<file path="src/rtl/vend_pkg.sv">
// Shared definitions for the multi-item vending controller: FSM state encoding,
// coin codes and the coin code to cents decoder.
package vend_pkg;

    typedef enum logic [1:0] {
        StIdle   = 2'b00,
        StCredit = 2'b01,
        StVend   = 2'b10,
        StChange = 2'b11
    } vend_state_e;

    localparam logic [1:0] Coin5   = 2'b00;
    localparam logic [1:0] Coin10  = 2'b01;
    localparam logic [1:0] Coin25  = 2'b10;
    localparam logic [1:0] Coin100 = 2'b11;

    function automatic logic [6:0] coin_value(input logic [1:0] code);
        logic [6:0] v;
        unique case (code)
            Coin5:   v = 7'd5;
            Coin10:  v = 7'd10;
            Coin25:  v = 7'd25;
            Coin100: v = 7'd100;
            default: v = 7'd0;
        endcase
        return v;
    endfunction

endpackage

</file>
<file path="src/rtl/vend_stock.sv">
// Per-item stock counters with decrement on vend, refill to full on restock,
// and a sold-out flag derived directly from each counter.
module vend_stock
    import vend_pkg::*;
#(
    parameter int unsigned N_ITEMS    = 4,
    parameter int unsigned STOCK_W    = 4,
    parameter int unsigned INIT_STOCK = 3,
    parameter int unsigned IDX_W      = 2
) (
    input  logic               clk,
    input  logic               rst,
    input  logic               i_dec_valid,
    input  logic [IDX_W-1:0]   i_dec_idx,
    input  logic               i_restock_valid,
    input  logic [IDX_W-1:0]   i_restock_idx,
    output logic [N_ITEMS-1:0] o_sold_out
);

    logic [STOCK_W-1:0] r_stock [N_ITEMS];

    for (genvar i = 0; i < N_ITEMS; i++) begin : g_item
        always_ff @(posedge clk or negedge rst) begin
            if (!rst) begin
                r_stock[i] <= STOCK_W'(INIT_STOCK);
            end else if (i_restock_valid && (i_restock_idx == IDX_W'(i))) begin
                r_stock[i] <= '1;
            end else if (i_dec_valid && (i_dec_idx == IDX_W'(i)) && (r_stock[i] != '0)) begin
                r_stock[i] <= r_stock[i] - STOCK_W'(1);
            end
        end

        assign o_sold_out[i] = (r_stock[i] == '0);
    end

endmodule

</file>
<file path="src/rtl/vend_ctrl_multi.sv">
// Multi-item vending controller: Moore FSM with saturating credit, per-item
// prices, change return and an inactivity refund timer.
module vend_ctrl_multi
    import vend_pkg::*;
#(
    parameter int unsigned                  N_ITEMS    = 4,
    parameter int unsigned                  CREDIT_W   = 8,
    parameter int unsigned                  STOCK_W    = 4,
    parameter int unsigned                  INIT_STOCK = 3,
    parameter logic [N_ITEMS*CREDIT_W-1:0]  PRICES     = {8'd100, 8'd75, 8'd50, 8'd25},
    parameter int unsigned                  TIMEOUT    = 100
) (
    input  logic                         clk,
    input  logic                         rst,
    input  logic                         coin_valid,
    input  logic [1:0]                   coin_code,
    input  logic                         sel_valid,
    input  logic [$clog2(N_ITEMS)-1:0]   sel_idx,
    input  logic                         cancel,
    input  logic                         restock_valid,
    input  logic [$clog2(N_ITEMS)-1:0]   restock_idx,
    output logic [1:0]                   state,
    output logic [CREDIT_W-1:0]          credit,
    output logic                         vend_valid,
    output logic [$clog2(N_ITEMS)-1:0]   vend_idx,
    output logic                         change_valid,
    output logic [CREDIT_W-1:0]          change_amt,
    output logic                         coin_reject,
    output logic                         sel_reject,
    output logic [N_ITEMS-1:0]           sold_out
);

    localparam int unsigned        IDX_W      = $clog2(N_ITEMS);
    localparam int unsigned        TO_W       = (TIMEOUT > 1) ? $clog2(TIMEOUT) : 1;
    localparam logic [TO_W-1:0]    TO_LAST    = TO_W'(TIMEOUT - 1);
    localparam logic [CREDIT_W:0]  CREDIT_MAX = {1'b0, {CREDIT_W{1'b1}}};

    vend_state_e         r_state;
    logic [CREDIT_W-1:0] r_credit;
    logic [CREDIT_W-1:0] r_change_amt;
    logic                r_vend_valid;
    logic                r_change_valid;
    logic                r_coin_reject;
    logic                r_sel_reject;
    logic [IDX_W-1:0]    r_vend_idx;
    logic [TO_W-1:0]     r_idle_cnt;

    logic [CREDIT_W-1:0] w_price_tbl [N_ITEMS];
    logic [CREDIT_W:0]   w_coin_sum;
    logic                w_coin_fits;
    logic [CREDIT_W-1:0] w_price;
    logic                w_sel_ok;
    logic                w_dec_valid;
    logic                w_restock_valid;
    logic [N_ITEMS-1:0]  w_sold_out;

    always_comb begin
        for (int i = 0; i < N_ITEMS; i++) begin
            w_price_tbl[i] = PRICES[i*CREDIT_W +: CREDIT_W];
        end
        // One extra bit so an overflowing coin can be detected before it wraps.
        w_coin_sum      = {1'b0, r_credit} + (CREDIT_W+1)'(coin_value(coin_code));
        w_coin_fits     = (w_coin_sum <= CREDIT_MAX);
        w_price         = w_price_tbl[sel_idx];
        w_sel_ok        = (r_credit >= w_price) && !w_sold_out[sel_idx];
        w_dec_valid     = (r_state == StCredit) && !cancel && sel_valid && w_sel_ok;
        w_restock_valid = (r_state == StIdle) && restock_valid;
    end

    vend_stock #(
        .N_ITEMS    (N_ITEMS),
        .STOCK_W    (STOCK_W),
        .INIT_STOCK (INIT_STOCK),
        .IDX_W      (IDX_W)
    ) u_stock (
        .clk             (clk),
        .rst             (rst),
        .i_dec_valid     (w_dec_valid),
        .i_dec_idx       (sel_idx),
        .i_restock_valid (w_restock_valid),
        .i_restock_idx   (restock_idx),
        .o_sold_out      (w_sold_out)
    );

    always_ff @(posedge clk or negedge rst) begin
        if (!rst) begin
            r_state        <= StIdle;
            r_credit       <= '0;
            r_change_amt   <= '0;
            r_vend_valid   <= 1'b0;
            r_change_valid <= 1'b0;
            r_coin_reject  <= 1'b0;
            r_sel_reject   <= 1'b0;
            r_vend_idx     <= '0;
            r_idle_cnt     <= '0;
        end else begin
            r_vend_valid   <= 1'b0;
            r_change_valid <= 1'b0;
            r_change_amt   <= '0;
            r_coin_reject  <= 1'b0;
            r_sel_reject   <= 1'b0;
            unique case (r_state)
                StIdle: begin
                    if (coin_valid) begin
                        if (w_coin_fits) begin
                            r_credit   <= w_coin_sum[CREDIT_W-1:0];
                            r_idle_cnt <= '0;
                            r_state    <= StCredit;
                        end else begin
                            r_coin_reject <= 1'b1;
                        end
                    end
                end
                StCredit: begin
                    if (cancel) begin
                        r_state        <= StChange;
                        r_change_valid <= 1'b1;
                        r_change_amt   <= r_credit;
                    end else if (sel_valid) begin
                        if (w_sel_ok) begin
                            r_state      <= StVend;
                            r_vend_valid <= 1'b1;
                            r_vend_idx   <= sel_idx;
                            r_credit     <= r_credit - w_price;
                        end else begin
                            r_sel_reject <= 1'b1;
                            r_idle_cnt   <= '0;
                        end
                    end else if (coin_valid && w_coin_fits) begin
                        r_credit   <= w_coin_sum[CREDIT_W-1:0];
                        r_idle_cnt <= '0;
                    end else if (r_idle_cnt == TO_LAST) begin
                        // A rejected coin does not restart the timer.
                        r_coin_reject  <= coin_valid;
                        r_state        <= StChange;
                        r_change_valid <= 1'b1;
                        r_change_amt   <= r_credit;
                    end else begin
                        r_coin_reject <= coin_valid;
                        r_idle_cnt    <= r_idle_cnt + TO_W'(1);
                    end
                end
                StVend: begin
                    r_coin_reject <= coin_valid;
                    if (r_credit != '0) begin
                        r_state        <= StChange;
                        r_change_valid <= 1'b1;
                        r_change_amt   <= r_credit;
                    end else begin
                        r_state <= StIdle;
                    end
                end
                StChange: begin
                    r_coin_reject <= coin_valid;
                    r_credit      <= '0;
                    r_state       <= StIdle;
                end
                default: r_state <= StIdle;
            endcase
        end
    end

    assign state        = r_state;
    assign credit       = r_credit;
    assign vend_valid   = r_vend_valid;
    assign vend_idx     = r_vend_idx;
    assign change_valid = r_change_valid;
    assign change_amt   = r_change_amt;
    assign coin_reject  = r_coin_reject;
    assign sel_reject   = r_sel_reject;
    assign sold_out     = w_sold_out;

endmodule

</file>
<file path="config.mk">
export PLATFORM = sky130hd
export DESIGN_NAME = vend_ctrl_multi
export DESIGN_NICKNAME = d
export VERILOG_FILES = /design/src/rtl/vend_pkg.sv /design/src/rtl/vend_stock.sv /design/src/rtl/vend_ctrl_multi.sv
export SDC_FILE = /design/constraint.sdc
export NUM_CORES = 1
export LEC_CHECK = 0
export ABC_CLOCK_PERIOD_IN_PS = 2980
export BUFFER_PORTS_ARGS = -buffer_cell sky130_fd_sc_hd__buf_2
export CAP_MARGIN = 20
export CORE_ASPECT_RATIO = 1.75
export CORE_MARGIN = 8
export CORE_UTILIZATION = 59
export DETAILED_ROUTE_END_ITERATION = 7
export GPL_ROUTABILITY_DRIVEN = 0
export GPL_TIMING_DRIVEN = 0
export PLACE_DENSITY = 0.81
export SETUP_SLACK_MARGIN = 0.05
export SLEW_MARGIN = 40
export SYNTH_ARGS = -nofsm -noshare
export SYNTH_HDL_FRONTEND = slang
export SYNTH_SLANG_ARGS = --single-unit
</file>
<file path="constraint.sdc">
create_clock -name clk -period 2.98 [get_ports clk]
set_input_delay 0.149 -clock clk [delete_from_list [all_inputs] [get_ports clk]]
set_output_delay 0.149 -clock clk [all_outputs]
set_load 0.05 [all_outputs]
</file>
==> metrics.txt, run 1 <==
hold depth=2; setup TNS after final layout=0 ns; PwrDens=1060 nW/um^2; Critical Path RT=3.19 ns; Slew headroom=0.545; pin count of the biggest net entering global routing=48; Worst Max-Slew Pin Slew=0.678 ns; most numerous cell in the Yosys netlist=dfrtp_1; top post-synthesis cells by area=dfrtp_1 (29%), ha_1 (12%), dfstp_2 (6.3%); first-pass GRT wire length=13600 um; Num Clock Sinks=47; HPWL after detailed placement=6190 um; Hold Crit Class=primary input to flop; Yosys cell types=60; Initial DRC Count=164; Cell Area, Synth=3350 sq um; Die Area=8450 sq um; RSZ-0062 raised after global routing=false; syn nets=411; status=complete, no violations; overall routed net length=8210 um; Antenna Cells=0; Core ar.=5540 sq um; # H-tree levels=2; CTS root buffer=clkbuf_8; register area share after synthesis=0.354; vias in the first global route=3061; I/O pin cnt=40; Post-synth top flop=dfrtp_1; CTS tree=done; Fillers=483; Skew-Pair Late Insertion Delay=0.32 ns; Crit Path Category=primary input to flop; vias=2960; number of buffers created by CTS=5; I/O Buffers=39; Area growth, synth to finish=14.0%; die width=73.0 um; max-slew violations=0; Max VDD drop=0.000969 V; Final Hold Viols=0; total grt overflow=0; Worst Path Arrival=3.01 ns; GRT Overall Usage=0.204; Vias/cell=6.05; Syn Area/Cell=9.21 sq um; YS warnings=0; share of cells above drive strength 1=0.199; fin crit period=2.80 ns; share of synthesized registers carrying an async set or reset=1.00; DRT Pass-1 Iters=4; initial core utilization=0.605; static leakage=0.00184 uW; Synth top area share=0.291; reg2reg path depth=9; Worst Skew=0.0102 ns; initial antenna violation count=0; max-cap violations=0; CTS max path bufs=2; Synth Register Bits=47; die height=116 um; Post-DRT Antenna Nets=0; most common library cells after synthesis=dfrtp_1 (39), ha_1 (33), inv_1 (33); drc violations=0; Worst-path clk slew=0.09 ns; Crit Path Max Fanout=10; Yosys top cell by area=dfrtp_1; WL/cell=16.8 um; # setup viols final=0; Final Power=4060 uW; synthesized instance count=364; number of flops mapped to enable cells by yosys=0; Rows=36; Peak Freq=357 MHz; CP Launch Type=primary input; crit share post-route=0.940; Nets=459; CP Capture Type=flop
## flip-flops by register name (all words and copies together) (netlist names), 2 cells and up
name and cells:
u_stock.r_stock 16, credit 8, state 2, r_idle_cnt 7, vend_idx 2, change_amt 8
## final timing paths
check                              from             to  slack, ns
setup / recovery           coin_code[0]  r_idle_cnt[1]       0.18
setup reg to reg              credit[0]  r_idle_cnt[1]       0.19
hold / removal               coin_valid    coin_reject       0.07
min in group asynchronous           rst  change_amt[0]       0.38
max in group asynchronous           rst  r_idle_cnt[5]       2.18
hold reg to reg             vend_idx[1]    vend_idx[1]       0.50
## metrics by stage
| stage | setup WS (ns) | cell area (sq um) | instances | hold slack (ns) | util |
|---|---|---|---|---|---|
| finish | 0.178 | 3820 | 489 | 0.0746 | 0.690 |
| detailed placement | -0.253 | 3650 | 479 | 0.193 | 0.658 |
| floorplan | 0.217 | 3350 | 364 | -0.147 | - |
| CTS | 0.0681 | 3790 | 488 | 0.0874 | 0.685 |
| global placement | -0.180 | 3640 | 479 | 0.383 | 0.658 |
| global route | 0.0426 | 3820 | 489 | 0.0924 | 0.690 |
## critical path, stage by stage
cell	delay [ns]
buf_2	0.10
inv_1	0.06
ha_1	0.21
or2_2	0.29
ha_1	0.23
fa_1	0.44
a211oi_2	0.30
o211ai_1	0.20
and2_1	0.21
buf_2	0.17
nand2_1	0.21
o2111ai_1	0.19
a32o_1	0.25
## logic make-up (layout without fill, tap and decap cells)
| logic type | after synthesis | after routing | synth area share |
|---|---|---|---|
| multiplexers | 8 | 8 | 0.0291 |
| AND/OR/NAND/NOR | 116 | 116 | 0.187 |
| flip-flops | 47 | 47 | 0.354 |
| buffers and inverters | 38 | 87 | 0.0466 |
| AO/OA/AOI/OAI | 112 | 112 | 0.228 |
| adder cells (fa/ha/maj) | 35 | 35 | 0.135 |
| XOR/XNOR | 8 | 8 | 0.0209 |
## layout make-up
type                       instances  area [sq um]  share of cell area
clock inverter                     3          67.6              0.0177
inverter                          33           124              0.0324
tap                               76          95.1              0.0249
clock buffer                       5          68.8              0.0180
sequential                        47          1190               0.310
multi-input combinational        279          2030               0.532
buffer                             5          32.5             0.00851
timing repair buffer              41           215              0.0563
## cell usage in the layout (no fill, tap or decap), types with 3 or more instances in the layout
cell type / netlist / final
nor2_1: 24 / 24
nor3_1: 5 / 5
nand2b_1: 5 / 5
nand2_1: 24 / 24
and3_1: 3 / 3
and4_1: 3 / 3
mux2_2: 3 / 3
mux2i_1: 3 / 3
or2_2: 3 / 3
nor4_1: 4 / 4
nor3b_2: 3 / 3
inv_1: 33 / 33
dfstp_2: 8 / 8
o21ai_1: 9 / 10
o31a_1: 3 / 3
o22a_1: 3 / 3
xnor2_1: 6 / 6
clkbuf_8: 0 / 5
o21a_1: 7 / 7
o21ai_0: 24 / 23
a211oi_1: 7 / 6
buf_2: 2 / 40
and2_1: 10 / 10
ha_1: 33 / 31
o211ai_1: 8 / 8
nor2b_1: 4 / 4
a21o_1: 4 / 4
dfrtp_1: 39 / 39
nand4_1: 4 / 4
nand3_1: 14 / 14
a21oi_1: 15 / 14
o31ai_1: 4 / 4
o2111ai_1: 3 / 3
buf_4: 1 / 3
or4_1: 3 / 3
a31oi_1: 7 / 7
## routing by layer
| metal | vias to the layer above | part of all wire | global-route usage | routed length (um) |
|---|---|---|---|---|
| li1 | 1426 | - | - | - |
| met1 | 1445 | 0.38 | 0.203 | 3130 |
| met2 | 73 | 0.55 | 0.376 | 4510 |
| met3 | 16 | 0.039 | 0.0338 | 320 |
| met4 | 0 | 0.031 | 0.125 | 254 |
| met5 | - | 0 | 0 | 0 |
## what timing repair did
action                                 CTS  global route
buffers inserted                         0             1
gates resized for setup                  1             6
pin swaps                                0             1
setup endpoints to repair                2            22
endpoints found under the hold margin   39             0
hold buffers                             1             0
## report_power, final
part,switching [uW],internal [uW]
registers,238,908
logic,1520,831
clock network,233,334
total,1990,2070
(Power assumes the default switching activity.)
==> run 2: changes to the inputs <==
REMOVE_ABC_BUFFERS = 1   (was default)
==> metrics.txt, run 2 (synthesis gave the netlist of run 1 again) <==
Slew headroom=0.541; Reg2Reg Setup Slack=0.1 ns; Final Hold Viols=0; Final Power=4060 uW; I/O Buffers=39; Worst Max-Slew Pin Slew=0.684 ns; register bank with the most flops=u_stock.r_stock; WL/cell=16.5 um; PwrDens=1050 nW/um^2; final core utilization=0.699; Worst-path clk slew=0.09 ns; share of cells above drive strength 1=0.216; static leakage=0.00185 uW; Antenna Cells=0; Critical Path RT=3.18 ns; die width=73.0 um; Max VDD drop=0.000782 V; Worst Path Arrival=3.08 ns; # setup viols final=0; Hold Crit Endpoint=coin_reject; Skew-Pair Late Insertion Delay=0.31 ns; setup TNS after final layout=0 ns; Num Clock Sinks=47; Worst Skew=0.00910 ns; placed insts=474; # H-tree levels=2; Die Area=8450 sq um; Crit Path Max Fanout=8; Post-DRT Antenna Nets=0; overall routed net length=8110 um; GRT Overall Usage=0.200; CTS root buffer=clkbuf_8; CP Capture Type=flop; Vias/cell=6.00; PnR worst setup slack=0.0952 ns; most frequent cells in the layout=dfrtp_1 (39), buf_2 (38), inv_1 (31), ha_1 (31); hold_sp=coin_valid; worst reg2reg path endpoint=u_stock.r_stock[10]; total grt overflow=0; vias=2958; CTS tree=done; max-slew violations=0; Rows=36; I/O pin cnt=40; Nets=463; DRT Pass-1 Iters=4; Initial DRC Count=135; RSZ-0062 raised after global routing=true; Core ar.=5540 sq um; drc violations=0; die height=116 um; Cell Count, Final, Fillers Out=493; CP Launch Type=flop; Fillers=459; Hold Crit Class=primary input to flop; fin crit period=2.88 ns; max FFs per register=16; first-pass GRT wire length=13500 um; reg2reg path depth=10; CTS max path bufs=2; number of buffers created by CTS=5; Crit Path Category=flop to flop; Peak Freq=347 MHz; initial antenna violation count=0; dpl ws=-0.403 ns; worst r2r src=credit[0]; max-cap violations=0; status=complete, no violations; HPWL after detailed placement=6100 um; most common cell after layout, fill and taps aside=dfrtp_1; hold depth=2; crit share post-route=0.968; pin count of the biggest net entering global routing=48; vias in the first global route=3038; Area growth, synth to finish=15.4%; register area=1190 sq um; initial core utilization=0.605; area occupied by multi-input gates=2060 sq um
[run 2: what timing repair did]
action / in CTS / in global routing
pin swaps: 1 / 3
setup buffers: 3 / 7
hold buffers: 1 / 0
setup endpoints to repair: 7 / 32
hold endpoints to repair: 39 / 0
gates resized for setup: 2 / 11
[run 2: metal layers]
metal	GRT usage	wire, um
met2	0.379	4550
met5	0	0
met1	0.202	3060
met4	0.0968	216
met3	0.0329	283
[run 2: area by class of cell]
type,instances,area share
clock buffers,6,0.0213
flip-flops and latches,47,0.306
inverters,33,0.0330
well taps,76,0.0246
multi-input cells,279,0.533
repair buffers,50,0.0730
clock inverters,2,0.00905
[run 2: power breakdown]
part	leakage, uW	switching (uW)	internal [uW]
registers	0.000575	241	909
logic	0.00122	1530	882
clock network	0.0000612	220	272
[run 2: stage by stage]
step / cell area, sq um / hold slack [ns]
final: 3870 / 0.0690
after global routing: 3870 / 0.0905
after CTS: 3770 / 0.0710
after detailed placement: 3610 / 0.199
after global placement: 3610 / 0.379
after floorplan: 3320 / -0.147
[run 2: worst max-delay path, cell delays in order (launching register included)]
cell and delay, ns:
dfrtp_1 0.44, inv_1 0.10, ha_1 0.20, fa_2 0.26, nor2b_4 0.05, o31a_1 0.32
o31a_4 0.35, o211ai_4 0.33, clkinvlp_4 0.26, nand3_1 0.14, mux2_2 0.33
[run 2: how the worst max path moves through the flow]
stage                     from             endpoint  slack (ns)
floorplan            credit[0]  u_stock.r_stock[10]        0.14
global placement    sel_idx[0]  u_stock.r_stock[10]       -0.36
detailed placement  sel_idx[1]  u_stock.r_stock[10]       -0.40
CTS                 sel_idx[1]  u_stock.r_stock[10]        0.04
global route         credit[0]  u_stock.r_stock[10]        0.01
finish               credit[0]  u_stock.r_stock[10]         0.1
==> run 3: changes to the inputs <==
CELL_PAD_IN_SITES_DETAIL_PLACEMENT = 1   (was default)
CELL_PAD_IN_SITES_GLOBAL_PLACEMENT = 1   (was default)
CORE_UTILIZATION = 41   (was 59)
PLACE_DENSITY = default   (was 0.81)
PLACE_DENSITY_LB_ADDON = 0.1   (was default)
SKIP_LAST_GASP = 1   (was default)
==> metrics.txt, run 3 (synthesis gave the netlist of run 1 again) <==
status=complete, no violations; DRT Pass-1 Iters=4; die width=84.4 um; die height=136 um; fin crit period=2.80 ns; Fillers=968; I/O Buffers=39; Worst Path Arrival=2.98 ns; register area=1190 sq um; placed cell area=3630 sq um; crit path launch=credit[0]; Hold Crit Endpoint=coin_reject; hold_sp=coin_valid; first-pass GRT wire length=15600 um; setup TNS after final layout=0 ns; worst r2r src=credit[0]; I/O pin cnt=40; most frequent cells in the layout=dfrtp_1 (39), buf_2 (37), ha_1 (31); Critical Path RT=3.15 ns; number of buffers created by CTS=5; max-slew violations=0; Rows=43; CTS tree=done; Slew headroom=0.569; Vias/cell=5.86; Worst Skew=0.00351 ns; Area growth, synth to finish=18.3%; Final Hold Viols=0; M1 GR Usage=0.175; Crit Path Max Fanout=8; CTS max path bufs=2; total grt overflow=0; reg2reg path depth=10; RSZ-0062 raised after global routing=true; PnR worst setup slack=0.178 ns; grt peak-use layer=met2; Hold Crit Class=primary input to flop; drc violations=0; vias=2993; CP Launch Type=flop; CTS root buffer=clkbuf_16; WL/cell=18.8 um; initial antenna violation count=0; GR met2 Demand/Resource=0.322; most common cell after layout, fill and taps aside=dfrtp_1; GRT Overall Usage=0.169; Nets=467; Core ar.=7960 sq um; Die Area=11400 sq um; area occupied by multi-input gates=2080 sq um; Crit Path Category=flop to flop; worst reg2reg path endpoint=credit[5]; Num Clock Sinks=47; max-cap violations=0; max FFs per register=16; Peak Freq=357 MHz; Max VDD drop=0.000674 V; Antenna Cells=0; register bank with the most flops=u_stock.r_stock; CP Capture Type=flop; Worst Max-Slew Pin Slew=0.642 ns; Skew-Pair Late Insertion Delay=0.29 ns; Reg2Reg Setup Slack=0.18 ns; pin count of the biggest net entering global routing=48; # H-tree levels=2; hold depth=2; Initial DRC Count=97; crit share post-route=0.940; vias in the first global route=3173; initial core utilization=0.421; static leakage=0.00188 uW; Worst-path clk slew=0.06 ns; Post-DRT Antenna Nets=0; final hold slack=0.0972 ns; dpl ws=-0.497 ns; overall routed net length=9620 um; HPWL after detailed placement=7130 um; met3 GRT Util=0.0231; Post-Layout Inst Area=3970 sq um; # setup viols final=0; PwrDens=1080 nW/um^2; share of cells above drive strength 1=0.228
==> run 3: power breakdown <==
group | internal [uW] | leakage [uW] | switching, uW | total [uW]
sequential | 910 | 0.000575 | 249 | 1160
clock | 313 | 0.0000652 | 236 | 548
combinational | 957 | 0.00124 | 1600 | 2560
==> run 3: cell type report <==
cell class / instances / share of cell area
clock buffers: 8 / 0.0344
flip-flops and latches: 47 / 0.299
inverters: 33 / 0.0322
multi-input cells: 279 / 0.524
repair buffers: 54 / 0.0820
well taps: 90 / 0.0284
==> run 3: metrics by stage <==
| stage | power (uW) | instances | util |
|---|---|---|---|
| after floorplan | 2860 | 359 | - |
| after global placement | 3400 | 488 | 0.456 |
| after detailed placement | 3470 | 488 | 0.456 |
| after CTS | 4100 | 500 | 0.479 |
| after global routing | 4600 | 511 | 0.498 |
| final | 4260 | 511 | 0.498 |
==> run 3: what timing repair did <==
item / in CTS / in global routing
gates resized for setup: 3 / 17
setup buffers: 3 / 11
hold buffers: 1 / 0
hold endpoints to repair: 39 / 0
pin swaps: 1 / 7
setup endpoints to repair: 29 / 35
==> run 3: routing by layer <==
| metal | wire [um] | vias up |
|---|---|---|
| met5 | 0 | - |
| met4 | 267 | 0 |
| met3 | 236 | 14 |
| met2 | 5300 | 40 |
| met1 | 3820 | 1499 |
| li1 | - | 1440 |
==> run 3: how the worst max path moves through the flow <==
stage / end / slack (ns) / cells past startpoint
after detailed placement: u_stock.r_stock[10] / -0.50 / 13
after global placement: u_stock.r_stock[10] / -0.49 / 13
after global routing: r_idle_cnt[6] / 0.06 / 8
final: credit[5] / 0.18 / 10
after floorplan: u_stock.r_stock[10] / 0.14 / 10
after CTS: u_stock.r_stock[10] / -0.05 / 13
==> run 3: critical path: stages (launching register included) <==
cell	delay, ns
dfrtp_1	0.43
inv_1	0.11
ha_1	0.19
fa_2	0.25
nor2b_4	0.05
o31a_1	0.33
o31a_4	0.40
buf_12	0.14
o211ai_4	0.30
buf_4	0.17
mux2_2	0.32
